## src/rtl/instruction_fetch_pc.sv

```systemverilog
// instruction_fetch_pc: PC register and fetch control (run/step/stall/redirect/halt) ahead of the instruction RAM.
module instruction_fetch_pc #(
  parameter int PC_WIDTH  = 32,
  parameter int RAM_DEPTH = 2048,
  parameter int CNT_WIDTH = 32
) (
  input  logic                 clk,
  input  logic                 reset,
  input  logic                 i_start,
  input  logic                 i_step_mode,
  input  logic                 i_step,
  input  logic                 i_stall,
  input  logic                 i_branch_taken,
  input  logic [PC_WIDTH-1:0]  i_branch_target,
  input  logic                 i_jump,
  input  logic [PC_WIDTH-1:0]  i_jump_target,
  input  logic                 i_halt_detect,
  output logic [PC_WIDTH-1:0]  o_pc,
  output logic                 o_ram_ena,
  output logic                 o_ram_flush,
  output logic [PC_WIDTH-1:0]  o_pc_plus1,
  output logic                 o_halted,
  output logic [CNT_WIDTH-1:0] o_cycle_count
);
  typedef enum logic [1:0] {IDLE, RUN, STEP, HALT} state_t;
  localparam logic [PC_WIDTH-1:0] MASK = PC_WIDTH'(RAM_DEPTH - 1);
  state_t r_state, w_state_nxt;
  logic r_step_pending, w_step_nxt, w_fetch, w_redir, w_stall, w_halt;
  logic [PC_WIDTH-1:0] r_pc, r_pc_plus1, w_pc_inc, w_pc_nxt, w_target;
  logic [CNT_WIDTH-1:0] r_cnt;
  always_comb begin
    w_fetch     = r_state == RUN || (r_state == STEP && r_step_pending);
    w_redir     = w_fetch && (i_jump || i_branch_taken);
    w_stall     = w_fetch && !w_redir && i_stall;
    w_halt      = w_fetch && !w_redir && !i_stall && i_halt_detect;
    o_ram_ena   = w_fetch && !w_stall;
    o_ram_flush = w_redir;
    w_target    = (i_jump ? i_jump_target : i_branch_target) & MASK;
    w_pc_inc    = (r_pc + 1'b1) & MASK;
    w_pc_nxt    = w_redir ? w_target : (o_ram_ena && !w_halt) ? w_pc_inc : r_pc;
    w_state_nxt = (r_state == IDLE && i_start) ? (i_step_mode ? STEP : RUN) : w_halt ? HALT : r_state;
    // a served step consumes the request; extra pulses while pending are absorbed
    w_step_nxt  = r_state == STEP && !(w_fetch && !w_stall) && (r_step_pending || i_step);
  end
  always_ff @(posedge clk) begin
    if (!reset) begin
      r_state        <= IDLE;
      r_pc           <= '0;
      r_pc_plus1     <= '0;
      r_cnt          <= '0;
      r_step_pending <= 1'b0;
    end else begin
      r_state        <= w_state_nxt;
      r_pc           <= w_pc_nxt;
      r_step_pending <= w_step_nxt;
      if (o_ram_ena) begin
        r_pc_plus1 <= w_pc_inc;
        if (r_cnt != '1) r_cnt <= r_cnt + 1'b1;
      end
    end
  end
  assign o_pc          = r_pc;
  assign o_pc_plus1    = r_pc_plus1;
  assign o_cycle_count = r_cnt;
  assign o_halted      = r_state == HALT;
endmodule

```

## config.mk

```make
export PLATFORM = sky130hd
export DESIGN_NAME = instruction_fetch_pc
export DESIGN_NICKNAME = d
export VERILOG_FILES = /design/src/rtl/instruction_fetch_pc.sv
export SDC_FILE = /design/constraint.sdc
export NUM_CORES = 1
export LEC_CHECK = 0
export ABC_AREA = 1
export BUFFER_PORTS_ARGS = -buffer_cell sky130_fd_sc_hd__clkbuf_2
export CAP_MARGIN = 10
export CORE_MARGIN = 2
export CORE_UTILIZATION = 45
export CTS_BUF_LIST = sky130_fd_sc_hd__clkbuf_16
export DETAILED_ROUTE_END_ITERATION = 10
export PLACE_DENSITY_LB_ADDON = 0.05
export SYNTH_ARGS = -nofsm -noshare
export SYNTH_HDL_FRONTEND = slang
export SYNTH_SLANG_ARGS = --single-unit
```

## constraint.sdc

```tcl
create_clock -name clk -period 2.8 [get_ports clk]
set_input_delay 0.14 -clock clk [delete_from_list [all_inputs] [get_ports clk]]
set_output_delay 0.14 -clock clk [all_outputs]
set_load 0.01 [all_outputs]
```

==> results.json <==
{
  "finalCriticalPeriod_ns": 2.07,
  "diodes": 0,
  "grt_overflow": 0,
  "synth_top_family_by_area": "simple AND/OR/NAND/NOR gates",
  "status": "complete, no violations",
  "cp_data_arrival_time_ns": 2.28,
  "leakagePower_uw": 0.00198,
  "worstPathRequired_ns": 3.02,
  "cts_inserted_buffers": 9,
  "maxCapViolations": 0,
  "synthSimpleGateAreaFrac_pct": 37.5,
  "cts.sinks": 57,
  "post-route-drc-count": 0,
  "grt_pass1_vias": 3308,
  "wl_per_cell_um": 12.0,
  "synthAdderAreaFrac_pct": 0.658,
  "hold_ws_ns": 0.126,
  "chipWidth_um": 96.0,
  "hold_viol": 0,
  "rsz0062_at_grt": "no",
  "dr.pass1.iters": 5,
  "rows": 33,
  "hp-class": "in -> reg",
  "yosys_warnings": 0,
  "viasPerCell": 4.70,
  "fin_skew_ns": 0.00905,
  "core_area_um2": 8220,
  "synth_xor_xnor_area_share_pct": 5.06,
  "max_freq_mhz": 484,
  "die_height_um": 96.0,
  "cts_root_buffer": "clkbuf_16",
  "cts_buffer_depth": 2,
  "yosys-mux-area-fraction_pct": 0,
  "avgSynthCellArea_um2": 6.46,
  "ys_ff_latch": 57,
  "drtAntennaViolNets": 0,
  "yosys.cell_types.count": 32,
  "grt_max_degree": 27,
  "place.gp.congestion": 0.855,
  "reg2reg_depth": 11,
  "fin_util_pct": 53.8,
  "grt_pass1_wl_um": 15500,
  "critPathCaptureType": "flip-flop",
  "worst_setup_hold_path_clk_slew_ns": 0.05,
  "synth-main-ff-cell": "dfxtp_1",
  "drtIter0Drc": 146,
  "cts_hold_buf": 0,
  "tritoncts": "yes",
  "cp-start-kind": "flip-flop",
  "syn_to_final_growth_pct": 16.1,
  "cts_setup_buffers": 0,
  "final_nets": 750,
  "tightest_slew_ns": 0.767,
  "num_vias": 3691,
  "hpwl_um": 7330,
  "synth_cells": 589,
  "cts-resized-gates": 0,
  "seq_area_frac_synth_pct": 30.0,
  "cts_max_level": 3,
  "synth-compound-area-share_pct": 11.2,
  "whs_path_depth": 3,
  "track_usage_pct": 21.5,
  "fin_crit_sh_pct": 73.8,
  "vdd_drop_max_uv": 321,
  "start_util_pct": 46.3,
  "drive_gt1_share_pct": 22.4,
  "finalSetupViolCount": 0,
  "wl_um": 9380,
  "syn_area_um2": 3800,
  "num-fill-cells": 857,
  "crit_fanout": 16,
  "antenna_found_initial": 0,
  "finalSetupTns_ns": 0,
  "drv_slew": 0,
  "synth_edf_count": 0,
  "cellPowerDensity_nw_per_um2": 489,
  "die_area_um2": 9210,
  "path_class": "reg -> reg",
  "relSlewSlack_pct": 48.8,
  "pin_count": 172,
  "async_flop_share_pct": 0,
  "clk_latency_ns": 0.32,
  "io_buffer_count": 87
}
## where the power goes
part	switching, uW	internal (uW)
combinational	175	85.7
sequential	28.4	844
clock	359	669
## registers in the layout, summed over array words and instances, names as in the netlist
register	count
o_cycle_count	32
o_pc	11
o_pc_plus1	11
r_state	2
r_step_pending	1
## cell usage after synthesis (3+ instances only)
| cell | number | area, um^2 |
|---|---|---|
| nor3_1 | 4 | 20.0 |
| buf_1 | 3 | 11.3 |
| nand2_1 | 191 | 717 |
| nand2_2 | 14 | 87.6 |
| nand3_1 | 23 | 115 |
| clkbuf_1 | 7 | 26.3 |
| xnor2_1 | 7 | 61.3 |
| dfxtp_1 | 57 | 1140 |
| nand2_4 | 3 | 33.8 |
| a31oi_1 | 5 | 31.3 |
| a21oi_2 | 20 | 175 |
| nor2_4 | 3 | 33.8 |
| xor2_1 | 15 | 131 |
| nor2_1 | 86 | 323 |
| nor2_2 | 3 | 18.8 |
| inv_2 | 3 | 11.3 |
| o21ai_0 | 24 | 120 |
| inv_1 | 41 | 154 |
| nand4_1 | 5 | 31.3 |
| buf_2 | 3 | 15.0 |
| buf_4 | 42 | 315 |
| a21oi_1 | 17 | 85.1 |
## worst max-delay path, cell delays in order, from the launching register on
cell	delay (ns)
dfxtp_1	0.42
ha_1	0.24
inv_1	0.10
nor2_4	0.18
nand2_4	0.10
nor2_8	0.16
nand2_4	0.09
nand2_4	0.18
buf_4	0.27
nor2_1	0.07
nor2_1	0.10
nor2_1	0.04
## kinds of logic after synthesis
logic type	after synthesis
buf+inv	102
simple gates	337
other cells	1
flops	57
xor+xnor	22
fa+ha+maj	2
compound gates	68
## per-layer routing
layer | GRT usage, % | vias up | share of wire [%]
met5 | 0 | - | 0
met4 | 7.38 | 0 | 1.7
met3 | 2.90 | 15 | 4.6
met2 | 34.8 | 103 | 46
met1 | 29.3 | 1635 | 48
li1 | - | 1938 | -
## cells in the final DEF (no fill, tap or decap), drive strengths merged
master and instances:
ha 2, inv 46, xnor2 7, nor3 4, a21oi 37, dfxtp 57
nand4 5, and3 1, clkinv 4, o21ai 24, conb 42, a211oi 1
buf 5, or2 2, bufinv 1, nor2 93, nand3 23, o2111ai 1
xor2 15, clkbuf 96, nand3b 1, a31oi 5, nand2 208
## worst paths after layout
path	from	endpoint	slack [ns]
max	o_cycle_count[0]	o_cycle_count[21]	0.73
max reg2reg	o_cycle_count[0]	o_cycle_count[21]	0.73
min	i_step	r_step_pending	0.13
min reg2reg	o_pc_plus1[4]	o_pc_plus1[4]	0.48
## cell type report
type                       instances  area, um^2  area share (%)
timing repair buffer              92         473            10.7
multi-input combinational        471        2230            50.5
clock buffer                       9         225            5.10
clock inverter                     7        53.8            1.22
sequential                        57        1140            25.8
tap                              105         131            2.97
inverter                          44         165            3.74
## through the flow
stage	instances	area (um^2)	setup WS, ns	total power (uW)
after global routing	785	4420	0.550	2260
final	785	4420	0.735	2160
after floorplan	630	3960	1.05	1110
after detailed placement	769	4140	0.721	1150
after CTS	785	4420	0.712	2180
after global placement	769	4140	0.731	1150
(Power assumes the default switching activity.)
